===== src/rtl/pipeline_types_pkg.sv =====
// rtl/pipeline_types_pkg.sv - shared commit-stage types and helpers
package pipeline_types;

    typedef struct packed {
        logic        valid;
        logic [31:0] pc;
        logic        reg_we;
        logic [4:0]  reg_addr;
        logic [31:0] reg_data;
        logic        excp;
        logic [5:0]  ecode;
        logic        ertn;
        logic        idle;
    } commit_slot_t;

    typedef enum logic {
        RUN  = 1'b0,
        IDLE = 1'b1
    } ctrl_state_e;

    localparam logic [5:0]  ECODE_INT  = 6'h0;
    localparam logic [31:0] INSN_BYTES = 32'd4;

    function automatic logic [31:0] next_pc(input logic [31:0] pc);
        return pc + INSN_BYTES;
    endfunction

endpackage


===== src/rtl/pause_mask_gen.sv =====
// rtl/pause_mask_gen.sv - prefix-OR stall propagation with flush override
module pause_mask_gen #(
    parameter int WIDTH = 7
) (
    input  logic [WIDTH-1:0] pause_req,
    input  logic [WIDTH-1:0] flush,
    output logic [WIDTH-1:0] pause
);

    logic acc;

    // A stall at stage i also stalls every younger stage below it.
    always_comb begin
        pause = '0;
        acc   = 1'b0;
        for (int i = WIDTH - 1; i >= 0; i--) begin
            acc      = acc | pause_req[i];
            pause[i] = acc & ~flush[i];
        end
    end

endmodule


===== src/rtl/commit_ctrl_n.sv =====
// rtl/commit_ctrl_n.sv - N-wide commit stage with exception/ertn/idle resolution and pipeline control
module commit_ctrl_n
    import pipeline_types::*;
#(
    parameter int ISSUE_WIDTH = 2,
    parameter int PIPE_WIDTH  = 7,
    parameter int EX_STAGE    = 5,
    parameter int CNT_WIDTH   = 64
) (
    input  logic                          clk,
    input  logic                          rst,
    input  logic [ISSUE_WIDTH-1:0]        slot_valid,
    input  logic [ISSUE_WIDTH-1:0][31:0]  slot_pc,
    input  logic [ISSUE_WIDTH-1:0]        slot_reg_we,
    input  logic [ISSUE_WIDTH-1:0][4:0]   slot_reg_addr,
    input  logic [ISSUE_WIDTH-1:0][31:0]  slot_reg_data,
    input  logic [ISSUE_WIDTH-1:0]        slot_excp,
    input  logic [ISSUE_WIDTH-1:0][5:0]   slot_ecode,
    input  logic [ISSUE_WIDTH-1:0]        slot_ertn,
    input  logic [ISSUE_WIDTH-1:0]        slot_idle,
    input  logic [PIPE_WIDTH-1:0]         pause_req,
    input  logic                          branch_flush,
    input  logic [31:0]                   branch_target,
    input  logic                          int_pending,
    input  logic [31:0]                   csr_eentry,
    input  logic [31:0]                   csr_era,
    output logic [ISSUE_WIDTH-1:0]        reg_write_en,
    output logic [ISSUE_WIDTH-1:0][4:0]   reg_write_addr,
    output logic [ISSUE_WIDTH-1:0][31:0]  reg_write_data,
    output logic                          excp_commit,
    output logic [5:0]                    excp_ecode,
    output logic [31:0]                   excp_pc,
    output logic                          ertn_commit,
    output logic [PIPE_WIDTH-1:0]         flush,
    output logic [PIPE_WIDTH-1:0]         pause,
    output logic [31:0]                   new_pc,
    output logic                          idle_o,
    output logic [CNT_WIDTH-1:0]          commit_cnt
);

    localparam logic [PIPE_WIDTH-1:0] BR_MASK = PIPE_WIDTH'((1 << EX_STAGE) - 1);

    commit_slot_t              slot_q [ISSUE_WIDTH];
    ctrl_state_e               state_q, state_d;
    logic [31:0]               idle_ret_q;
    logic [CNT_WIDTH-1:0]      cnt_q;

    logic                      hold, any_valid, int_take, run_active;
    logic [ISSUE_WIDTH-1:0]    commit_mask;
    logic [CNT_WIDTH-1:0]      commit_num;
    logic                      found, take_excp, take_ertn, take_idle;
    logic [31:0]               sel_pc;
    logic [5:0]                sel_ecode;

    logic [PIPE_WIDTH-1:0]     flush_int, pause_src, pause_int;
    logic [31:0]               new_pc_int, excp_pc_int;
    logic                      excp_int;
    logic [5:0]                excp_ecode_int;

    assign hold = pause_req[PIPE_WIDTH-1];

    always_comb begin
        any_valid = 1'b0;
        for (int i = 0; i < ISSUE_WIDTH; i++) begin
            any_valid = any_valid | slot_q[i].valid;
        end
    end

    assign int_take   = (state_q == RUN) & ~hold & int_pending & any_valid;
    assign run_active = (state_q == RUN) & ~hold & ~int_take;

    // Oldest special slot wins; everything younger than it is dropped.
    always_comb begin
        commit_mask = '0;
        commit_num  = '0;
        found       = 1'b0;
        take_excp   = 1'b0;
        take_ertn   = 1'b0;
        take_idle   = 1'b0;
        sel_pc      = '0;
        sel_ecode   = '0;
        if (run_active) begin
            for (int i = 0; i < ISSUE_WIDTH; i++) begin
                if (slot_q[i].valid && !found) begin
                    if (slot_q[i].excp) begin
                        found     = 1'b1;
                        take_excp = 1'b1;
                        sel_pc    = slot_q[i].pc;
                        sel_ecode = slot_q[i].ecode;
                    end else begin
                        commit_mask[i] = 1'b1;
                        commit_num     = commit_num + CNT_WIDTH'(1);
                        if (slot_q[i].ertn) begin
                            found     = 1'b1;
                            take_ertn = 1'b1;
                        end else if (slot_q[i].idle) begin
                            found     = 1'b1;
                            take_idle = 1'b1;
                            sel_pc    = slot_q[i].pc;
                        end
                    end
                end
            end
        end
    end

    always_comb begin
        state_d        = state_q;
        flush_int      = '0;
        new_pc_int     = '0;
        excp_int       = 1'b0;
        excp_ecode_int = '0;
        excp_pc_int    = '0;
        pause_src      = pause_req;
        if (state_q == IDLE) begin
            if (int_pending) begin
                state_d        = RUN;
                excp_int       = 1'b1;
                excp_ecode_int = ECODE_INT;
                excp_pc_int    = idle_ret_q;
                flush_int      = '1;
                new_pc_int     = csr_eentry;
            end else begin
                pause_src = '1;
            end
        end else if (int_take) begin
            excp_int       = 1'b1;
            excp_ecode_int = ECODE_INT;
            excp_pc_int    = slot_q[0].pc;
            flush_int      = '1;
            new_pc_int     = csr_eentry;
        end else if (take_excp) begin
            excp_int       = 1'b1;
            excp_ecode_int = sel_ecode;
            excp_pc_int    = sel_pc;
            flush_int      = '1;
            new_pc_int     = csr_eentry;
        end else if (take_ertn) begin
            flush_int  = '1;
            new_pc_int = csr_era;
        end else if (take_idle) begin
            state_d    = IDLE;
            flush_int  = '1;
            new_pc_int = next_pc(sel_pc);
        end else if (branch_flush) begin
            flush_int  = BR_MASK;
            new_pc_int = branch_target;
        end
    end

    pause_mask_gen #(
        .WIDTH(PIPE_WIDTH)
    ) u_pause_mask_gen (
        .pause_req(pause_src),
        .flush    (flush_int),
        .pause    (pause_int)
    );

    always_ff @(posedge clk) begin
        if (rst) begin
            for (int i = 0; i < ISSUE_WIDTH; i++) begin
                slot_q[i] <= '0;
            end
        end else if (flush_int[PIPE_WIDTH-1]) begin
            for (int i = 0; i < ISSUE_WIDTH; i++) begin
                slot_q[i].valid <= 1'b0;
            end
        end else if (!hold) begin
            for (int i = 0; i < ISSUE_WIDTH; i++) begin
                slot_q[i] <= '{valid:    slot_valid[i],
                               pc:       slot_pc[i],
                               reg_we:   slot_reg_we[i],
                               reg_addr: slot_reg_addr[i],
                               reg_data: slot_reg_data[i],
                               excp:     slot_excp[i],
                               ecode:    slot_ecode[i],
                               ertn:     slot_ertn[i],
                               idle:     slot_idle[i]};
            end
        end
    end

    always_ff @(posedge clk) begin
        if (rst) begin
            state_q    <= RUN;
            idle_ret_q <= '0;
            cnt_q      <= '0;
        end else begin
            state_q <= state_d;
            cnt_q   <= cnt_q + commit_num;
            if (take_idle) begin
                idle_ret_q <= next_pc(sel_pc);
            end
        end
    end

    always_comb begin
        reg_write_en   = '0;
        reg_write_addr = '0;
        reg_write_data = '0;
        for (int i = 0; i < ISSUE_WIDTH; i++) begin
            if (!rst && commit_mask[i] && slot_q[i].reg_we) begin
                reg_write_en[i]   = 1'b1;
                reg_write_addr[i] = slot_q[i].reg_addr;
                reg_write_data[i] = slot_q[i].reg_data;
            end
        end
    end

    assign excp_commit = excp_int & ~rst;
    assign excp_ecode  = rst ? '0 : excp_ecode_int;
    assign excp_pc     = rst ? '0 : excp_pc_int;
    assign ertn_commit = take_ertn & ~rst;
    assign flush       = rst ? '0 : flush_int;
    assign pause       = rst ? '0 : pause_int;
    assign new_pc      = rst ? '0 : new_pc_int;
    assign idle_o      = (state_q == IDLE) & ~rst;
    assign commit_cnt  = cnt_q;

endmodule


===== config.mk =====
export PLATFORM = sky130hd
export DESIGN_NAME = commit_ctrl_n
export DESIGN_NICKNAME = d
export VERILOG_FILES = /design/src/rtl/pipeline_types_pkg.sv /design/src/rtl/pause_mask_gen.sv /design/src/rtl/commit_ctrl_n.sv
export SDC_FILE = /design/constraint.sdc
export NUM_CORES = 1
export LEC_CHECK = 0
export BUFFER_PORTS_ARGS = -buffer_cell sky130_fd_sc_hd__clkbuf_2
export CAP_MARGIN = 15
export CORE_ASPECT_RATIO = 0.9
export CORE_MARGIN = 4
export CORE_UTILIZATION = 40
export DETAILED_ROUTE_END_ITERATION = 6
export GPL_TIMING_DRIVEN = 0
export HOLD_SLACK_MARGIN = 0.1
export PLACE_DENSITY = 0.78
export SLEW_MARGIN = 20
export SYNTH_ARGS = -nofsm -noshare
export SYNTH_HDL_FRONTEND = slang
export SYNTH_SLANG_ARGS = --single-unit

===== constraint.sdc =====
create_clock -name clk -period 4.5 [get_ports clk]
set_input_delay 0.675 -clock clk [delete_from_list [all_inputs] [get_ports clk]]
set_output_delay 0.675 -clock clk [all_outputs]
set_load 0.05 [all_outputs]

==> metrics.log <==
INFO  metric run_status = finished with violations
INFO  metric violated_checks = design-rule violations
INFO  metric placed_cells = 2450
INFO  metric drt_wl_total = 57.4 mm
INFO  metric netlist.top_cell.by_area = sky130_fd_sc_hd__edfxtp_1
INFO  metric clkLatencyLatePin = 0.56 ns
INFO  metric post_synth_and_or_nand_nor_area_fraction = 27.6%
INFO  metric endpoint_of_the_most_critical_setup_path = new_pc[27]
INFO  metric synth_ff_type = sky130_fd_sc_hd__edfxtp_1
INFO  metric final.min_clock_period = 4.47 ns
INFO  metric clk_path_buf_depth = 3
INFO  metric ff2ff_setup_slack = 0.32 ns
INFO  metric cellPowerDensity = 331 nW/um^2
INFO  metric worst_pin_slew = 0.783 ns
INFO  metric port_buffers = 493
INFO  metric grt_max_degree = 45
INFO  metric worstPathRequired = 3.83 ns
INFO  metric pin_count = 494
INFO  metric synthAdderAreaFrac = 0.503%
INFO  metric total_leakage_power = 8.02 nW
INFO  metric floorplan.die_area = 37900 sq um
INFO  metric count_of_flip_flops_with_a_built_in_enable_after_synthesis = 160
INFO  metric pre_cts_ws = -0.597 ns
INFO  metric fin_nets = 2324
INFO  metric worst_clock_skew = 0.0115 ns
INFO  metric worstSetupEndpointType = primary output
INFO  metric routabilityCongestion = 1.00
INFO  metric critical_register_to_register_path_endpoint = slot_q[0][66]
INFO  metric dominant_combinational_cell_family_by_area_after_synthesis = simple AND/OR/NAND/NOR gates
INFO  metric ys_warn_count = 0
INFO  metric synth-compound-area-share = 15.1%
INFO  metric synth.mux.area_fraction = 0.942%
INFO  metric report.final.setup_viol = 0
INFO  metric timing.final.ws_setup = 0.0301 ns
INFO  metric drt_pass1_iterations = 7
INFO  metric synth_seq_area_share = 48.4%
INFO  metric cts.clk_slew.worst_paths = 0.06 ns
INFO  metric die_width = 205 um
INFO  metric cts-root-buf = sky130_fd_sc_hd__clkbuf_16
INFO  metric areaGrowthSynthToFinish = 35.8%
INFO  metric grt_first_pass_wirelength = 81.9 mm
INFO  metric grt-ovfl-total = 0
INFO  metric vdd.ir_drop.worst = 0.304 mV
INFO  metric drt-initial-drc-count = 1583
INFO  metric critPathArrivalTime = 3.79 ns
INFO  metric startpoint_type = flip-flop
INFO  metric clock_tree_from_tritoncts = done
INFO  metric reg2reg_from = slot_q[0][79]
INFO  metric grt_setup_unrepaired = yes
INFO  metric cts.sink_count = 257
INFO  metric startpoint = slot_q[0][88]
INFO  metric post_synth_inst_count = 1491
INFO  metric p_total = 0.00626 W
INFO  metric synth_top_cell_area_share = 34.5%
INFO  metric yosys_register_bits = 257
INFO  metric holdPathStages = 2
INFO  metric die_h = 185 um
INFO  metric worstRegToRegCells = 14
INFO  metric maxCapViolCount = 0
INFO  metric placeableCoreArea = 34200 sq um
INFO  metric final-hold-violation-count = 0
INFO  metric post_layout_nonfiller_instances = 2538
INFO  metric drt-wirelength-per-cell = 22.6 um
INFO  metric critical_path_peak_fanout = 10
INFO  metric max-slew-margin-rel = 47.3%
INFO  metric via_count = 14200
INFO  metric max_freq = 0.224 GHz
INFO  metric netlist_area = 13900 sq um
INFO  metric mean_syn_cell_area = 9.35 sq um
INFO  metric final-max-slew-violation-count = 0
INFO  metric drtAntennaViolNets = 0
INFO  metric final.period_utilization = 99.3%
INFO  metric post-dp-hpwl = 45.4 mm
INFO  metric number_of_antenna_violations_at_the_first_check_in_global_routing = 4
INFO  metric yosysUniqueCellTypes = 70
INFO  metric synthArstFlopShare = 0%
INFO  metric path_class = reg -> out
INFO  metric cts-buffers-inserted = 29
INFO  metric post_route_cells_drive_above_1_share = 33.6%
INFO  metric synthXorXnorAreaFrac = 3.64%
INFO  metric ys_top_cells_by_area = sky130_fd_sc_hd__edfxtp_1 (34%), sky130_fd_sc_hd__dfxtp_1 (14%), sky130_fd_sc_hd__and2_1 (11%)
INFO  metric grt_pass1_vias = 13500
INFO  metric rows = 64
INFO  metric cts.htree.levels = 1
INFO  metric initial_core_util = 40.8%
INFO  metric grtUsageTotal = 28.3%
INFO  metric post_synthesis_net_count = 1763
INFO  metric hold_path_class = in -> reg
INFO  metric drt-vias-per-instance = 5.58
INFO  metric drc = 7
## stage by stage
step	area [sq um]	util, %	hold WS, ns	setup TNS (ns)
after floorplan	13900	-	0.433	0
after global placement	17000	49.7	0.456	-174.58
after detailed placement	17100	49.9	0.462	-50.10
after CTS	18500	54.0	0.371	-0.288
after global routing	18900	55.4	0.381	-0.313
final	18900	55.4	0.389	0
## flip-flops by register name, summed over array words and instances (netlist names)
| register | cells |
|---|---|
| idle_ret_q | 32 |
| slot_q | 160 |
| state_q | 1 |
| commit_cnt | 64 |
## layout make-up
class	instances	area, sq um
antenna	1	2.50
buffer	111	526
clock buffer	36	813
clock inverter	18	210
fill	3068	15300
inverter	23	86.3
multi-input combinational	1101	7170
sequential	257	6750
tap	462	578
timing repair buffer	529	2800
## cells in the final DEF (no fill, tap or decap), types with 16 or more instances in the layout
| cell type | instances |
|---|---|
| sky130_fd_sc_hd__clkbuf_2 | 503 |
| sky130_fd_sc_hd__edfxtp_1 | 160 |
| sky130_fd_sc_hd__inv_1 | 23 |
| sky130_fd_sc_hd__dfxtp_1 | 97 |
| sky130_fd_sc_hd__nand4_1 | 30 |
| sky130_fd_sc_hd__a222oi_1 | 25 |
| sky130_fd_sc_hd__nand3_1 | 65 |
| sky130_fd_sc_hd__clkbuf_16 | 30 |
| sky130_fd_sc_hd__a21oi_1 | 92 |
| sky130_fd_sc_hd__o211ai_1 | 19 |
| sky130_fd_sc_hd__buf_2 | 16 |
| sky130_fd_sc_hd__and2_1 | 247 |
| sky130_fd_sc_hd__clkbuf_1 | 63 |
| sky130_fd_sc_hd__xnor2_1 | 26 |
| sky130_fd_sc_hd__o21ai_0 | 52 |
| sky130_fd_sc_hd__nand2_1 | 118 |
| sky130_fd_sc_hd__or3_1 | 20 |
| sky130_fd_sc_hd__xor2_1 | 31 |
| sky130_fd_sc_hd__nor3_1 | 24 |
| sky130_fd_sc_hd__nor2_1 | 129 |
| sky130_fd_sc_hd__buf_4 | 43 |
## routing by layer
metal | vias up | global-route usage [%] | part of all wire (%)
met5 | - | 0 | 0.064
met4 | 6 | 10.3 | 4.1
met3 | 142 | 7.53 | 10
met2 | 815 | 46.5 | 46
met1 | 6652 | 36.4 | 40
li1 | 6540 | - | -
## cells by family (layout without fill, tap and decap cells)
kind of cell / count (synthesis) / in the layout
flip-flops: 257 / 257
AO/OA/AOI/OAI: 305 / 305
AND/OR/NAND/NOR: 719 / 720
XOR/XNOR: 58 / 58
buffers and inverters: 134 / 717
other: 0 / 1
adder cells (fa/ha/maj): 5 / 5
multiplexers: 13 / 13
## where the power goes
part           switching, W  leakage [nW]  internal [W]
Sequential        0.0000797          2.47       0.00267
Clock              0.000994         0.498       0.00152
Combinational      0.000686          5.05      0.000318
Total               0.00176          8.02       0.00450
## Yosys cell counts, types with 25 or more instances
library cell / number
sky130_fd_sc_hd__a21oi_1: 97
sky130_fd_sc_hd__nand4_1: 30
sky130_fd_sc_hd__clkbuf_1: 88
sky130_fd_sc_hd__xnor2_1: 27
sky130_fd_sc_hd__o21ai_0: 56
sky130_fd_sc_hd__nand3_1: 67
sky130_fd_sc_hd__dfxtp_1: 97
sky130_fd_sc_hd__a222oi_1: 25
sky130_fd_sc_hd__nand2_1: 118
sky130_fd_sc_hd__nor2_1: 133
sky130_fd_sc_hd__nor3_1: 28
sky130_fd_sc_hd__and2_1: 248
sky130_fd_sc_hd__xor2_1: 31
sky130_fd_sc_hd__edfxtp_1: 160
## critical path, cell delays in order (launching register included)
cell and delay, ns:
sky130_fd_sc_hd__edfxtp_1 0.47, sky130_fd_sc_hd__clkbuf_2 0.31, sky130_fd_sc_hd__clkbuf_2 0.35, sky130_fd_sc_hd__o2111ai_2 0.26, sky130_fd_sc_hd__a221oi_2 0.52, sky130_fd_sc_hd__nand4_1 0.23, sky130_fd_sc_hd__nor4_4 0.33, sky130_fd_sc_hd__mux2i_4 0.37
sky130_fd_sc_hd__nand2_1 0.17, sky130_fd_sc_hd__buf_4 0.23
## worst min-delay path by stage
| stage | endpoint | start |
|---|---|---|
| finish | slot_q[0][77] | slot_pc[30] |
| detailed placement | idle_ret_q[23] | idle_ret_q[23] |
| CTS | slot_q[0][117] | slot_reg_data[60] |
| global placement | idle_ret_q[10] | idle_ret_q[10] |
| global route | slot_q[0][117] | slot_reg_data[60] |
| floorplan | idle_ret_q[25] | idle_ret_q[25] |
## what timing repair did
item | in CTS | in global routing
hold buffers | 0 | 0
cloned | 1 | 1
setup endpoints to repair | 204 | 82
resized for setup | 65 | 106
pin swaps | 7 | 12
buffers inserted | 15 | 16
endpoints found under the hold margin | 0 | 0
Power figures use the tool's default switching activity.
